<file path="src/rtl/mips_pkg.sv">
// mips_pkg: shared definitions for the ID/EX stage and its forwarding unit.
//   - ALU opcode encodings driven on ALUCtl
//   - default datapath / register-address widths
//   - forwarding source-select encoding
//   - packed bundle of the EX-side control bits
package mips_pkg;

  localparam int DW_DEF   = 32;
  localparam int RW_DEF   = 5;
  localparam int REG_ZERO = 0;

  localparam logic [3:0] ALU_AND  = 4'b0000;
  localparam logic [3:0] ALU_OR   = 4'b0001;
  localparam logic [3:0] ALU_ADD  = 4'b0010;
  localparam logic [3:0] ALU_ADDU = 4'b0011;
  localparam logic [3:0] ALU_SUB  = 4'b0110;
  localparam logic [3:0] ALU_SLT  = 4'b0111;
  localparam logic [3:0] ALU_LUI  = 4'b1000;
  localparam logic [3:0] ALU_SLL  = 4'b1001;
  localparam logic [3:0] ALU_SRL  = 4'b1010;
  localparam logic [3:0] ALU_XOR  = 4'b1011;
  localparam logic [3:0] ALU_SUBO = 4'b1110;

  typedef enum logic [1:0] {
    FWD_RF    = 2'b00,
    FWD_MEMWB = 2'b01,
    FWD_EXMEM = 2'b10
  } fwd_sel_e;

  typedef struct packed {
    logic valid;
    logic reg_write;
    logic mem_read;
    logic mem_write;
    logic mem_to_reg;
    logic alu_src;
  } ex_ctrl_t;

endpackage

</file>
<file path="src/rtl/fwd_unit.sv">
// fwd_unit: source select for one EX operand.
//   reg_addr                        captured source register of the operand
//   ex_mem_reg_write / ex_mem_rd    producer one stage ahead
//   mem_wb_reg_write / mem_wb_rd    producer two stages ahead
//   sel                             FWD_EXMEM, FWD_MEMWB or FWD_RF
// The younger EX/MEM result wins; $0 is never forwarded.
module fwd_unit
  import mips_pkg::*;
#(
  parameter int RW = RW_DEF
) (
  input  logic [RW-1:0] reg_addr,
  input  logic          ex_mem_reg_write,
  input  logic [RW-1:0] ex_mem_rd,
  input  logic          mem_wb_reg_write,
  input  logic [RW-1:0] mem_wb_rd,
  output logic [1:0]    sel
);

  always_comb begin
    sel = FWD_RF;
    if (reg_addr != RW'(REG_ZERO)) begin
      if (ex_mem_reg_write && (ex_mem_rd == reg_addr)) begin
        sel = FWD_EXMEM;
      end else if (mem_wb_reg_write && (mem_wb_rd == reg_addr)) begin
        sel = FWD_MEMWB;
      end
    end
  end

endmodule

</file>
<file path="src/rtl/id_ex_stage.sv">
// id_ex_stage: ID/EX pipeline register, EX operand forwarding and
// load-use hazard detection, feeding the ALU.
//   Id*                 decoded instruction fields from ID
//   Flush / Hold        kill the entering instruction / freeze ID/EX
//   ExMem* / MemWb*     downstream results available for forwarding
//   ALUCtl/Shamt/A/B    ALU inputs, one cycle after the Id* fields
//   StoreData           forwarded Rt value for stores
//   ExRd, Ex* controls  captured destination and controls
//   Stall               load-use hazard: freeze PC and IF/ID
module id_ex_stage
  import mips_pkg::*;
#(
  parameter int DW = DW_DEF,
  parameter int RW = RW_DEF
) (
  input  logic          clk,
  input  logic          rst,
  input  logic          IdValid,
  input  logic [3:0]    IdALUCtl,
  input  logic [4:0]    IdShamt,
  input  logic [DW-1:0] IdRsData,
  input  logic [DW-1:0] IdRtData,
  input  logic [DW-1:0] IdImm,
  input  logic [RW-1:0] IdRs,
  input  logic [RW-1:0] IdRt,
  input  logic [RW-1:0] IdRd,
  input  logic          IdALUSrc,
  input  logic          IdRegWrite,
  input  logic          IdMemRead,
  input  logic          IdMemWrite,
  input  logic          IdMemToReg,
  input  logic          Flush,
  input  logic          Hold,
  input  logic          ExMemRegWrite,
  input  logic [RW-1:0] ExMemRd,
  input  logic [DW-1:0] ExMemALUOut,
  input  logic          MemWbRegWrite,
  input  logic [RW-1:0] MemWbRd,
  input  logic [DW-1:0] MemWbData,
  output logic [3:0]    ALUCtl,
  output logic [4:0]    Shamt,
  output logic [DW-1:0] A,
  output logic [DW-1:0] B,
  output logic [DW-1:0] StoreData,
  output logic [RW-1:0] ExRd,
  output logic          ExValid,
  output logic          ExRegWrite,
  output logic          ExMemRead,
  output logic          ExMemWrite,
  output logic          ExMemToReg,
  output logic          Stall
);

  function automatic logic [DW-1:0] fwd_pick(input logic [1:0]    sel,
                                             input logic [DW-1:0] rf,
                                             input logic [DW-1:0] ex_mem,
                                             input logic [DW-1:0] mem_wb);
    case (sel)
      FWD_EXMEM: return ex_mem;
      FWD_MEMWB: return mem_wb;
      default:   return rf;
    endcase
  endfunction

  ex_ctrl_t      ctrl_d, ctrl_q;
  logic [3:0]    alu_ctl_d, alu_ctl_q;
  logic [4:0]    shamt_d, shamt_q;
  logic [DW-1:0] rs_data_d, rs_data_q;
  logic [DW-1:0] rt_data_d, rt_data_q;
  logic [DW-1:0] imm_d, imm_q;
  logic [RW-1:0] rs_d, rs_q;
  logic [RW-1:0] rt_d, rt_q;
  logic [RW-1:0] rd_d, rd_q;

  logic          load_use;
  logic [1:0]    rs_sel, rt_sel;
  logic [DW-1:0] fwd_rs, fwd_rt;

  // Rt is a true source only for register-register ops and for stores
  // (store data); an immediate-form op ignores it.
  always_comb begin
    load_use = ctrl_q.valid && ctrl_q.mem_read && IdValid &&
               (rd_q != RW'(REG_ZERO)) &&
               ((rd_q == IdRs) ||
                ((rd_q == IdRt) && (!IdALUSrc || IdMemWrite)));
  end

  // While Hold is up IF/ID is already frozen, so no separate stall.
  assign Stall = load_use && !Hold;

  // ---- ID -> EX boundary ----
  always_comb begin
    ctrl_d    = ctrl_q;
    alu_ctl_d = alu_ctl_q;
    shamt_d   = shamt_q;
    rs_data_d = rs_data_q;
    rt_data_d = rt_data_q;
    imm_d     = imm_q;
    rs_d      = rs_q;
    rt_d      = rt_q;
    rd_d      = rd_q;
    if (Flush || Stall) begin
      ctrl_d    = '0;
      alu_ctl_d = '0;
      shamt_d   = '0;
      rs_data_d = '0;
      rt_data_d = '0;
      imm_d     = '0;
      rs_d      = '0;
      rt_d      = '0;
      rd_d      = '0;
    end else if (!Hold) begin
      ctrl_d.valid      = IdValid;
      ctrl_d.reg_write  = IdRegWrite & IdValid;
      ctrl_d.mem_read   = IdMemRead  & IdValid;
      ctrl_d.mem_write  = IdMemWrite & IdValid;
      ctrl_d.mem_to_reg = IdMemToReg & IdValid;
      ctrl_d.alu_src    = IdALUSrc   & IdValid;
      alu_ctl_d = IdALUCtl;
      shamt_d   = IdShamt;
      rs_data_d = IdRsData;
      rt_data_d = IdRtData;
      imm_d     = IdImm;
      rs_d      = IdRs;
      rt_d      = IdRt;
      rd_d      = IdRd;
    end
  end

  always_ff @(posedge clk or posedge rst) begin
    if (rst) begin
      ctrl_q    <= '0;
      alu_ctl_q <= '0;
      shamt_q   <= '0;
      rs_data_q <= '0;
      rt_data_q <= '0;
      imm_q     <= '0;
      rs_q      <= '0;
      rt_q      <= '0;
      rd_q      <= '0;
    end else begin
      ctrl_q    <= ctrl_d;
      alu_ctl_q <= alu_ctl_d;
      shamt_q   <= shamt_d;
      rs_data_q <= rs_data_d;
      rt_data_q <= rt_data_d;
      imm_q     <= imm_d;
      rs_q      <= rs_d;
      rt_q      <= rt_d;
      rd_q      <= rd_d;
    end
  end

  // ---- EX operand resolution ----
  fwd_unit #(.RW(RW)) u_fwd_rs (
    .reg_addr         (rs_q),
    .ex_mem_reg_write (ExMemRegWrite),
    .ex_mem_rd        (ExMemRd),
    .mem_wb_reg_write (MemWbRegWrite),
    .mem_wb_rd        (MemWbRd),
    .sel              (rs_sel)
  );

  fwd_unit #(.RW(RW)) u_fwd_rt (
    .reg_addr         (rt_q),
    .ex_mem_reg_write (ExMemRegWrite),
    .ex_mem_rd        (ExMemRd),
    .mem_wb_reg_write (MemWbRegWrite),
    .mem_wb_rd        (MemWbRd),
    .sel              (rt_sel)
  );

  assign fwd_rs = fwd_pick(rs_sel, rs_data_q, ExMemALUOut, MemWbData);
  assign fwd_rt = fwd_pick(rt_sel, rt_data_q, ExMemALUOut, MemWbData);

  assign A          = fwd_rs;
  assign B          = ctrl_q.alu_src ? imm_q : fwd_rt;
  assign StoreData  = fwd_rt;
  assign ALUCtl     = alu_ctl_q;
  assign Shamt      = shamt_q;
  assign ExRd       = rd_q;
  assign ExValid    = ctrl_q.valid;
  assign ExRegWrite = ctrl_q.reg_write;
  assign ExMemRead  = ctrl_q.mem_read;
  assign ExMemWrite = ctrl_q.mem_write;
  assign ExMemToReg = ctrl_q.mem_to_reg;

endmodule

</file>
<file path="config.mk">
export PLATFORM = sky130hd
export DESIGN_NAME = id_ex_stage
export DESIGN_NICKNAME = d
export VERILOG_FILES = /design/src/rtl/mips_pkg.sv /design/src/rtl/fwd_unit.sv /design/src/rtl/id_ex_stage.sv
export SDC_FILE = /design/constraint.sdc
export NUM_CORES = 1
export LEC_CHECK = 0
export CAP_MARGIN = 10
export CORE_AREA = 2 2 133 135
export DETAILED_ROUTE_END_ITERATION = 10
export DIE_AREA = 0 0 135 137
export HOLD_SLACK_MARGIN = 0.03
export PLACE_DENSITY = 0.85
export SLEW_MARGIN = 20
export SYNTH_ARGS = -nofsm -noshare
export SYNTH_HDL_FRONTEND = slang
export SYNTH_SLANG_ARGS = --single-unit
</file>
<file path="constraint.sdc">
create_clock -name clk -period 10.9 [get_ports clk]
set_clock_uncertainty 0.05 [all_clocks]
set_input_delay 1.09 -clock clk [delete_from_list [all_inputs] [get_ports clk]]
set_output_delay 1.09 -clock clk [all_outputs]
set_load 0.01 [all_outputs]
</file>
==> results.sh, run 1 <==
export IMPL_finalWorstSetupSlack_ns=5.05
export IMPL_cts_made_buffers=17
export IMPL_rsz0062_at_grt="no"
export IMPL_combPwrFrac=0.224
export IMPL_hp_class="reg2reg"
export IMPL_cp_slowest_cell="o21ai_0"
export IMPL_tightestPinTransition_ns=1.08
export IMPL_drtIter0Drc=584
export IMPL_cts_root_buffer="clkbuf_16"
export IMPL_startpoint_type="input pin"
export IMPL_synth_cell_types=32
export IMPL_fp_dieW_um=135
export IMPL_htreeDepth=4
export IMPL_finalSetupViolCount=0
export IMPL_synth_ff_latch_count=126
export IMPL_vias_per_cell=5.97
export IMPL_portBuffers=321
export IMPL_grt_max_degree=84
export IMPL_track_usage=0.313
export IMPL_die_area_um2=18500
export IMPL_ys_seq_area_frac=0.403
export IMPL_synth_cells=757
export IMPL_grt_antenna_before_repair=0
export IMPL_hpwl_um=20400
export IMPL_finalHoldViolations=0
export IMPL_fillers=1343
export IMPL_cts_sinks=126
export IMPL_critPathMaxStageDelay_ns=0.67
export IMPL_grt_pass1_wl_um=43700
export IMPL_cts_repair_resized=0
export IMPL_dpl_worst_slack_ns=4.75
export IMPL_p_sw_frac=0.275
export IMPL_cp_end_kind="primary output"
export IMPL_nets=1231
export IMPL_power_density_nw_per_um2=117
export IMPL_critPathRequiredTime_ns=9.76
export IMPL_gr_total_overflow=0
export IMPL_power_frac_clock=0.394
export IMPL_vias=7519
export IMPL_std_cell_rows=48
export IMPL_drv_cap=0
export IMPL_max_clock_path_buffers=2
export IMPL_syn_to_final_growth_pct=47.6
export IMPL_leakagePower_uw=0.00457
export IMPL_routed_wl_um=29500
export IMPL_drcViolationCount=0
export IMPL_io_pins=322
export IMPL_intPower_uw=978
export IMPL_fin_crit_ns=5.85
export IMPL_peakVddDrop_uv=102
export IMPL_slew_headroom=0.279
export IMPL_syn_num_nets=967
export IMPL_period_share=0.537
export IMPL_critPathKind="in2out"
export IMPL_drt_first_pass_iters=5
export IMPL_cts_hold_buf=0
export IMPL_critPathTopFamily="buffers and inverters"
export IMPL_outcome="completed"
export IMPL_grt_pass1_vias=7656
export IMPL_worstPathCellList="clkdlybuf4s50_1, xor2_1, nor4_1, and3_1, nor4_1, ha_4, a22oi_1, o21ai_0, mux2_2, clkdlybuf4s50_1"
export IMPL_slew_viol_final=0
export IMPL_arrival_ns=4.71
export IMPL_fp_dieH_um=137
export IMPL_drive_above_1_share=0.105
export IMPL_crit_path_max_fanout=32
export IMPL_cts_tree="yes"
export IMPL_drtAntennaViolNets=0
export IMPL_routedWlPerCell_um=23.4
export IMPL_syn_area_per_cell_um2=10.3
export IMPL_gp_congestion=0.868
export IMPL_clk_pin_slew_worst_paths_ns=0.05
export IMPL_worstSkewPairLatency_ns=0.42
export IMPL_num_antenna_cells=0
export IMPL_switching_power_uw=370
export IMPL_p_seq_frac=0.382
export IMPL_fin_setup_tns_ns=0
export IMPL_initial_core_util=0.459
export IMPL_post_cts_buffers=0
export IMPL_coreArea_um2=17100
export IMPL_fmax_ghz=0.171
export IMPL_yosys_warnings=0
export IMPL_synth_area_um2=7820
export IMPL_cp_buffers_inverters=2
final timing paths:
| path | from | end | slack [ns] | cells past startpoint |
|---|---|---|---|---|
| setup / recovery | ExMemRd[2] | B[22] | 5.05 | 10 |
| hold reg to reg | rs_data_q[21] | rs_data_q[21] | 0.55 | 2 |
| min in group asynchronous | rst | imm_q[22] | 1.06 | 2 |
| max in group asynchronous | rst | ctrl_q[0] | 8.37 | 3 |
| setup reg to reg | ExRd[2] | rs_data_q[20] | 7.96 | 6 |
| hold / removal | rs_data_q[21] | rs_data_q[21] | 0.55 | 2 |
logic make-up after synthesis:
kind of cell               Yosys count  share of synthesized area
adders and majority gates            4                    0.00640
AOI/OAI and AO/OA                  267                      0.253
and+or+nand+nor                     92                     0.0513
DFF                                126                      0.403
xor gates and xnor gates            29                     0.0325
buffers and inverters               87                     0.0537
muxes                              152                      0.200
power by group through the flow:
stage	clock network (uW)	logic, uW	registers, uW
6_report	531	302	515
4_1_cts	536	302	515
5_1_grt	553	322	518
3_3_place_gp	0	297	522
2_1_floorplan	0	138	516
3_5_place_dp	0	300	522
sequential cells by signal, summed over array words and instances, names as in the netlist:
signal and flops:
imm_q 32, rs_data_q 32, rt_data_q 32, ExRd 5, Shamt 5, rs_q 5
rt_q 5, ALUCtl 4, ExMemRead 1, ExMemToReg 1, ExMemWrite 1, ExRegWrite 1
ExValid 1, ctrl_q 1
placed cells by master (no fill, tap or decap), drive strengths merged:
cell	instances
and2b	1
o21a	1
or4	3
dfrtp	126
a21oi	4
o22ai	1
nor3	3
nor2b	1
clkdlybuf4s50	319
inv	2
xnor2	18
clkinv	6
nand4	2
nor4	3
nand3	3
and3	2
nor2	4
buf	11
a22oi	68
clkinvlp	4
bufinv	1
xor2	11
clkbuf	21
or3	1
a211oi	126
ha	4
and2	2
mux2i	120
mux2	32
o21ai	67
nand2	67
layer usage:
| metal | global-route usage | wire (um) | vias up | part of all wire |
|---|---|---|---|---|
| li1 | - | - | 3394 | - |
| met1 | 0.361 | 11200 | 3680 | 0.38 |
| met2 | 0.555 | 14900 | 392 | 0.50 |
| met3 | 0.0793 | 2520 | 53 | 0.085 |
| met4 | 0.131 | 976 | 0 | 0.033 |
| met5 | 0 | 0 | - | 0 |
synth_stat cells:
master | count | area (um2)
nor2_1 | 4 | 15.0
nor3_1 | 2 | 10.0
xor2_1 | 11 | 96.3
nor4_1 | 3 | 18.8
or3_1 | 1 | 6.26
buf_2 | 27 | 135
clkbuf_1 | 48 | 180
nor3_2 | 1 | 10.0
a22oi_1 | 68 | 510
a21oi_4 | 1 | 16.3
mux2i_1 | 120 | 1200
o21ai_0 | 67 | 335
and2_1 | 2 | 12.5
nor2b_1 | 1 | 6.26
nand4_1 | 2 | 12.5
nand2_1 | 67 | 251
a211oi_1 | 97 | 728
inv_1 | 2 | 7.51
nand3_1 | 3 | 15.0
ha_1 | 4 | 50.1
o21a_1 | 1 | 7.51
a211oi_2 | 29 | 363
mux2_2 | 32 | 360
or4_1 | 3 | 22.5
a21oi_1 | 3 | 15.0
and3_1 | 2 | 12.5
o22ai_1 | 1 | 6.26
xnor2_1 | 18 | 158
and2b_2 | 1 | 8.76
dfrtp_1 | 126 | 3150
buf_6 | 6 | 67.6
buf_4 | 4 | 30.0
stage by stage:
step	area, um2	power, uW	hold WS, ns	std cells	utilization
after floorplan	7820	654	0.526	757	-
after global placement	11000	818	0.540	1227	0.645
after detailed placement	11000	823	0.550	1227	0.645
after CTS	11500	1350	0.557	1259	0.677
after global routing	11500	1390	0.574	1259	0.677
final	11500	1350	0.553	1259	0.677
tightest hold or removal path: stages, from the launching register on:
cell and delay, ns:
dfrtp_1 0.37, mux2i_1 0.13, a211oi_1 0.06
final cells by class:
class                           instances  area (um2)  area share
Multi-Input combinational cell        544        4280       0.370
Timing Repair Buffer                  330        3280       0.284
Sequential cell                       126        3150       0.273
Clock buffer                           21         450      0.0390
Tap cell                              225         282      0.0244
Clock inverter                         11        93.8     0.00812
Inverter                                2        12.5     0.00108
No activity file was read; power rests on OpenSTA's default activity.
==> run 2: changes to the inputs <==
--- a/config.mk
+++ b/config.mk
@@ -6,11 +6,11 @@
 export NUM_CORES = 1
 export LEC_CHECK = 0
 export CAP_MARGIN = 10
-export CORE_AREA = 2 2 133 135
+export CORE_AREA = 2 2 137 139
 export DETAILED_ROUTE_END_ITERATION = 10
-export DIE_AREA = 0 0 135 137
+export DIE_AREA = 0 0 139 141
 export HOLD_SLACK_MARGIN = 0.03
-export PLACE_DENSITY = 0.85
+export PLACE_DENSITY = 0.81
 export SLEW_MARGIN = 20
 export SYNTH_ARGS = -nofsm -noshare
 export SYNTH_HDL_FRONTEND = slang
==> constraint.sdc (replaced) <==
create_clock -name clk -period 5.5 [get_ports clk]
set_clock_uncertainty 0.05 [all_clocks]
set_input_delay 0.55 -clock clk [delete_from_list [all_inputs] [get_ports clk]]
set_output_delay 0.55 -clock clk [all_outputs]
set_load 0.01 [all_outputs]
==> run 2 against run 1 <==
Net effect: die area grew 6.0%; setup slack lost 4.2 ns; register-to-register slack lost 5.4 ns; sequential share of layout area shrank 0.31 points; sequential power grew 98%; flip-flop and latch count is the same; total power grew 110%.
==> results.sh, run 2 (same netlist as run 1, synthesis figures left out) <==
export IMPL_outcome="completed"
export IMPL_fin_crit_ns=4.69
export IMPL_nets=1233
export IMPL_portBuffers=321
export IMPL_drtAntennaViolNets=0
export IMPL_rr_startpoint="ExRd[2]"
export IMPL_htreeDepth=4
export IMPL_coreArea_um2=18300
export IMPL_crit_path_max_fanout=36
export IMPL_power_density_nw_per_um2=245
export IMPL_finalSetupViolCount=0
export IMPL_cts_tree="yes"
export IMPL_p_seq_frac=0.357
export IMPL_clk_pin_slew_worst_paths_ns=0.06
export IMPL_drtIter0Drc=461
export IMPL_drcViolationCount=0
export IMPL_slew_headroom=0.360
export IMPL_grt_pass1_vias=7698
export IMPL_critPathRequiredTime_ns=4.90
export IMPL_critPathMaxStageDelay_ns=0.67
export IMPL_hp_class="in2async"
export IMPL_seqCellArea_um2=3150
export IMPL_cp_end_kind="primary output"
export IMPL_drv_cap=0
export IMPL_vias=7389
export IMPL_placed_cell_area_um2=11000
export IMPL_num_antenna_cells=0
export IMPL_die_area_um2=19600
export IMPL_slew_viol_final=0
export IMPL_max_clock_path_buffers=2
export IMPL_power_frac_clock=0.436
export IMPL_critPathTopFamily="buffers and inverters"
export IMPL_mostFrequentLayoutCell="clkdlybuf4s50_1"
export IMPL_grt_antenna_before_repair=0
export IMPL_rsz0062_at_grt="no"
export IMPL_grt_max_degree=127
export IMPL_cts_made_buffers=17
export IMPL_cts_sinks=126
export IMPL_hpwl_um=20300
export IMPL_peakVddDrop_uv=207
export IMPL_intPower_uw=2140
export IMPL_setup_worst_path_start="ExMemRd[2]"
export IMPL_fin_area_um2=11700
export IMPL_fmax_ghz=0.213
export IMPL_initial_core_util=0.428
export IMPL_fillers=1518
export IMPL_drt_first_pass_iters=7
export IMPL_drive_above_1_share=0.108
export IMPL_std_cell_rows=50
export IMPL_gp_congestion=0.915
export IMPL_leakagePower_uw=0.00463
export IMPL_critPathKind="in2out"
export IMPL_switching_power_uw=730
export IMPL_fp_dieH_um=141
export IMPL_cts_repair_resized=0
export IMPL_grt_pass1_wl_um=44800
export IMPL_combPwrFrac=0.207
export IMPL_cts_root_buffer="clkbuf_16"
export IMPL_cts_hold_buf=0
export IMPL_cp_slowest_cell="ha_2"
export IMPL_reg_top3="imm_q: 32 flops, rs_data_q: 32 flops, rt_data_q: 32 flops"
export IMPL_gr_total_overflow=0
export IMPL_final_cell_mix="clkdlybuf4s50_1, dfrtp_1, mux2i_1"
export IMPL_finalHoldViolations=0
export IMPL_cp_buffers_inverters=3
export IMPL_routed_wl_um=29000
export IMPL_post_layout_nonfiller_instances=1270
export IMPL_multi_input_area_um2=4270
export IMPL_dp_cells=1238
export IMPL_worstSkewPairLatency_ns=0.42
export IMPL_routedWlPerCell_um=22.8
export IMPL_arrival_ns=4.09
export IMPL_fin_setup_tns_ns=0
export IMPL_p_sw_frac=0.255
export IMPL_track_usage=0.294
export IMPL_io_pins=322
export IMPL_fp_dieW_um=139
export IMPL_worstPathCellList="clkdlybuf4s50_1, xor2_1, nor4_1, and3_1, o21ai_0, ha_2, buf_4, o21ai_0, mux2_2, clkdlybuf4s50_1"
export IMPL_fin_util=0.640
export IMPL_syn_to_final_growth_pct=49.4
export IMPL_startpoint_type="input pin"
export IMPL_dpl_worst_slack_ns=0.809
export IMPL_period_share=0.853
export IMPL_tightestPinTransition_ns=0.960
export IMPL_finalWorstSetupSlack_ns=0.809
export IMPL_vias_per_cell=5.82
export IMPL_post_cts_buffers=0
[run 2: layer usage]
metal  GRT usage  wire (um)  vias to the layer above
met2       0.508      14600                      333
met3      0.0720       2130                       37
met5           0          0                        -
met4       0.104        680                        0
met1       0.359      11600                     3616
li1            -          -                     3403
[run 2: area by class of cell]
cell class | instances | area share
Tap cell | 234 | 0.0251
Clock buffer | 21 | 0.0394
Multi-Input combinational cell | 544 | 0.365
Inverter | 2 | 0.00107
Sequential cell | 126 | 0.270
Timing Repair Buffer | 332 | 0.283
Clock inverter | 11 | 0.0162
[run 2: final timing paths]
check	endpoint	slack [ns]	cells after the start
max in group asynchronous	imm_q[8]	3.58	3
min	imm_q[9]	0.56	2
min in group clk	imm_q[29]	0.56	2
max reg2reg	rt_data_q[1]	2.57	6
max	B[16]	0.81	10
min reg2reg	imm_q[29]	0.56	2
[run 2: power by group through the flow]
stage          Combinational [uW]  Clock [uW]  Sequential, uW
2_1_floorplan                 273           0            1020
3_5_place_dp                  594           0            1040
6_report                      593        1250            1020
3_3_place_gp                  587           0            1040
5_1_grt                       636        1310            1030
4_1_cts                       597        1270            1020
[run 2: metrics by stage]
step,hold slack [ns],power (uW)
final,0.555,2870
after global routing,0.576,2980
after CTS,0.555,2890
after detailed placement,0.546,1630
after global placement,0.539,1620
after floorplan,0.526,1300
[run 2: worst register-to-register path: cells and delay by family (launching register included)]
kind / cells / cell delay [ns]
DFF: 1 / 0.47
AOI/OAI and AO/OA: 2 / 0.48
xor gates and xnor gates: 1 / 0.19
and+or+nand+nor: 1 / 0.16
buffers and inverters: 2 / 1.39
==> run 3: changes to the inputs <==
--- a/config.mk
+++ b/config.mk
@@ -5,6 +5,7 @@
 export SDC_FILE = /design/constraint.sdc
 export NUM_CORES = 1
 export LEC_CHECK = 0
+export ABC_CLOCK_PERIOD_IN_PS = 5500
 export CAP_MARGIN = 10
 export CORE_AREA = 2 2 137 139
 export DETAILED_ROUTE_END_ITERATION = 10
==> results of run 3 <==
The final DEF is identical to that of run 2; final timing and power are the same.
==> edit, RTL diff (settings of run 3) <==
Set the package constant `DW_DEF` to 28 (it was 32).
--- a/src/rtl/mips_pkg.sv
+++ b/src/rtl/mips_pkg.sv
@@ -5,7 +5,7 @@
 //   - packed bundle of the EX-side control bits
 package mips_pkg;
 
-  localparam int DW_DEF   = 32;
+  localparam int DW_DEF   = 28;
   localparam int RW_DEF   = 5;
   localparam int REG_ZERO = 0;
 
Interface: changed (8 resized); port bits go from 322 to 290. No check against the original RTL was run, so the function may have changed too.
==> edit against run 3 <==
  * Die area did not move
  * Largest cell class unchanged
  * Largest power group unchanged
  * Sequential cell count shrank 12
  * Critical path type unchanged
  * Critical path depth shrank 1
  * Fmax up 2.9%
  * Critical endpoint is now B[19]
  * Count of clock-buffer cells in the layout increased by 2
  * Design area fell by 10%
  * Area after synthesis down 12%
  * Power down 7.9%
  * Cell count is 7.4% lower
  * Worst setup slack improved by 0.13 ns
  * Routed wire length decreased by 9.5%
==> edit: results (changes against run 3) <==
synthesis:
  synth.mux.area_fraction: 0.202  # +0.00219
  syn_inst: 685  # -9.5%
  synth-xor-area-share: 0.0367  # +0.00424
  ys_seq_area_frac: 0.412  # +0.00923
  synth.area.top_cells: "dfrtp_1 41%, mux2i_1 16%, a211oi_1 12%, a22oi_1 6.5%, mux2_2 4.6%"
  yosys-top-cells-count: "114 x a211oi_1, 114 x dfrtp_1, 108 x mux2i_1"
  synth_nets: 875  # -9.5%
  synth_compound_area_frac: 0.238  # -0.0156
  synth_cell_types: 31  # -3.1%
final_layout:
  fin_cells: 1176  # -7.4%
  reg_top3: "imm_q x28, rs_data_q x28, rt_data_q x28"
  layout-drive-gt1-share: 0.0818  # -0.0263
route:
  top_layer: "met5"
  viasPerCell: 5.75  # -1.1%
  dr_wl_met2_mm: 12.3  # -16%
  drt_iter0_drc: 376  # -18%
  wl_met1_mm: 11.7  # +0.75%
hold_path:
  hp-class: "in -> reg"
worst_setup_path:
  cp_data_arrival_time_ns: 3.96  # -0.13 ns
  r2r_start: "ExRd[4]$_DFFE_PP0P_"
  slowest_delay_ns: 0.95  # +0.28 ns
  critPathMaxFanout: 56  # +56%
  startpoint: "ExMemRd[1]"
grt:
  gr-usage-met2: 0.415  # -0.0926
  antenna_found_initial: 2  # +2
  grt_pass1_wl_mm: 40.2  # -10%
  grt_max_degree: 91  # -28%
  grt_usage: 0.266  # -0.0276
placement:
  dpl_cell_area_um2: 9880  # -10%
  pre_cts_ws_ns: 0.950  # +0.141 ns
  dpl.hpwl_mm: 18.4  # -9.4%
  io_buffers: 289  # -10%
power_and_ir_drop:
  leakage_uw: 0.00421  # -9.1%
  ir_worst_vdd_mv: 0.201  # -3.0%
sta:
  tightest_slew_ns: 1.05  # +0.0905 ns
status:
  outcome: "completed"
edit: report_power, final:
| group | switching (µW) | internal [µW] |
|---|---|---|
| combinational | 229 | 295 |
| sequential | 36.4 | 886 |
| clock | 388 | 805 |
| total | 654 | 1990 |
edit: path summary, 6_finish.rpt:
check,endpoint,slack (ns),cells past startpoint
worst min-delay path,rs_data_q[25]$_DFFE_PP0P_,0.48,2
worst max-delay path,B[19],0.94,9
worst max register to register,rt_data_q[1]$_DFFE_PP0P_,2.84,6
min in group asynchronous,rs_data_q[6]$_DFFE_PP0P_,0.65,2
max in group asynchronous,rt_data_q[26]$_DFFE_PP0P_,3.57,3
worst min register to register,rs_data_q[3]$_DFFE_PP0P_,0.55,2
edit: final cells by class:
class | instances | area (µm²)
fillers | 1650 | 7750
multi-input cells | 492 | 3730
repair buffers | 302 | 2990
flip-flops and latches | 114 | 2850
clock buffers | 23 | 488
well taps | 234 | 293
clock inverters | 8 | 150
inverters | 2 | 10.0
diodes | 1 | 2.50
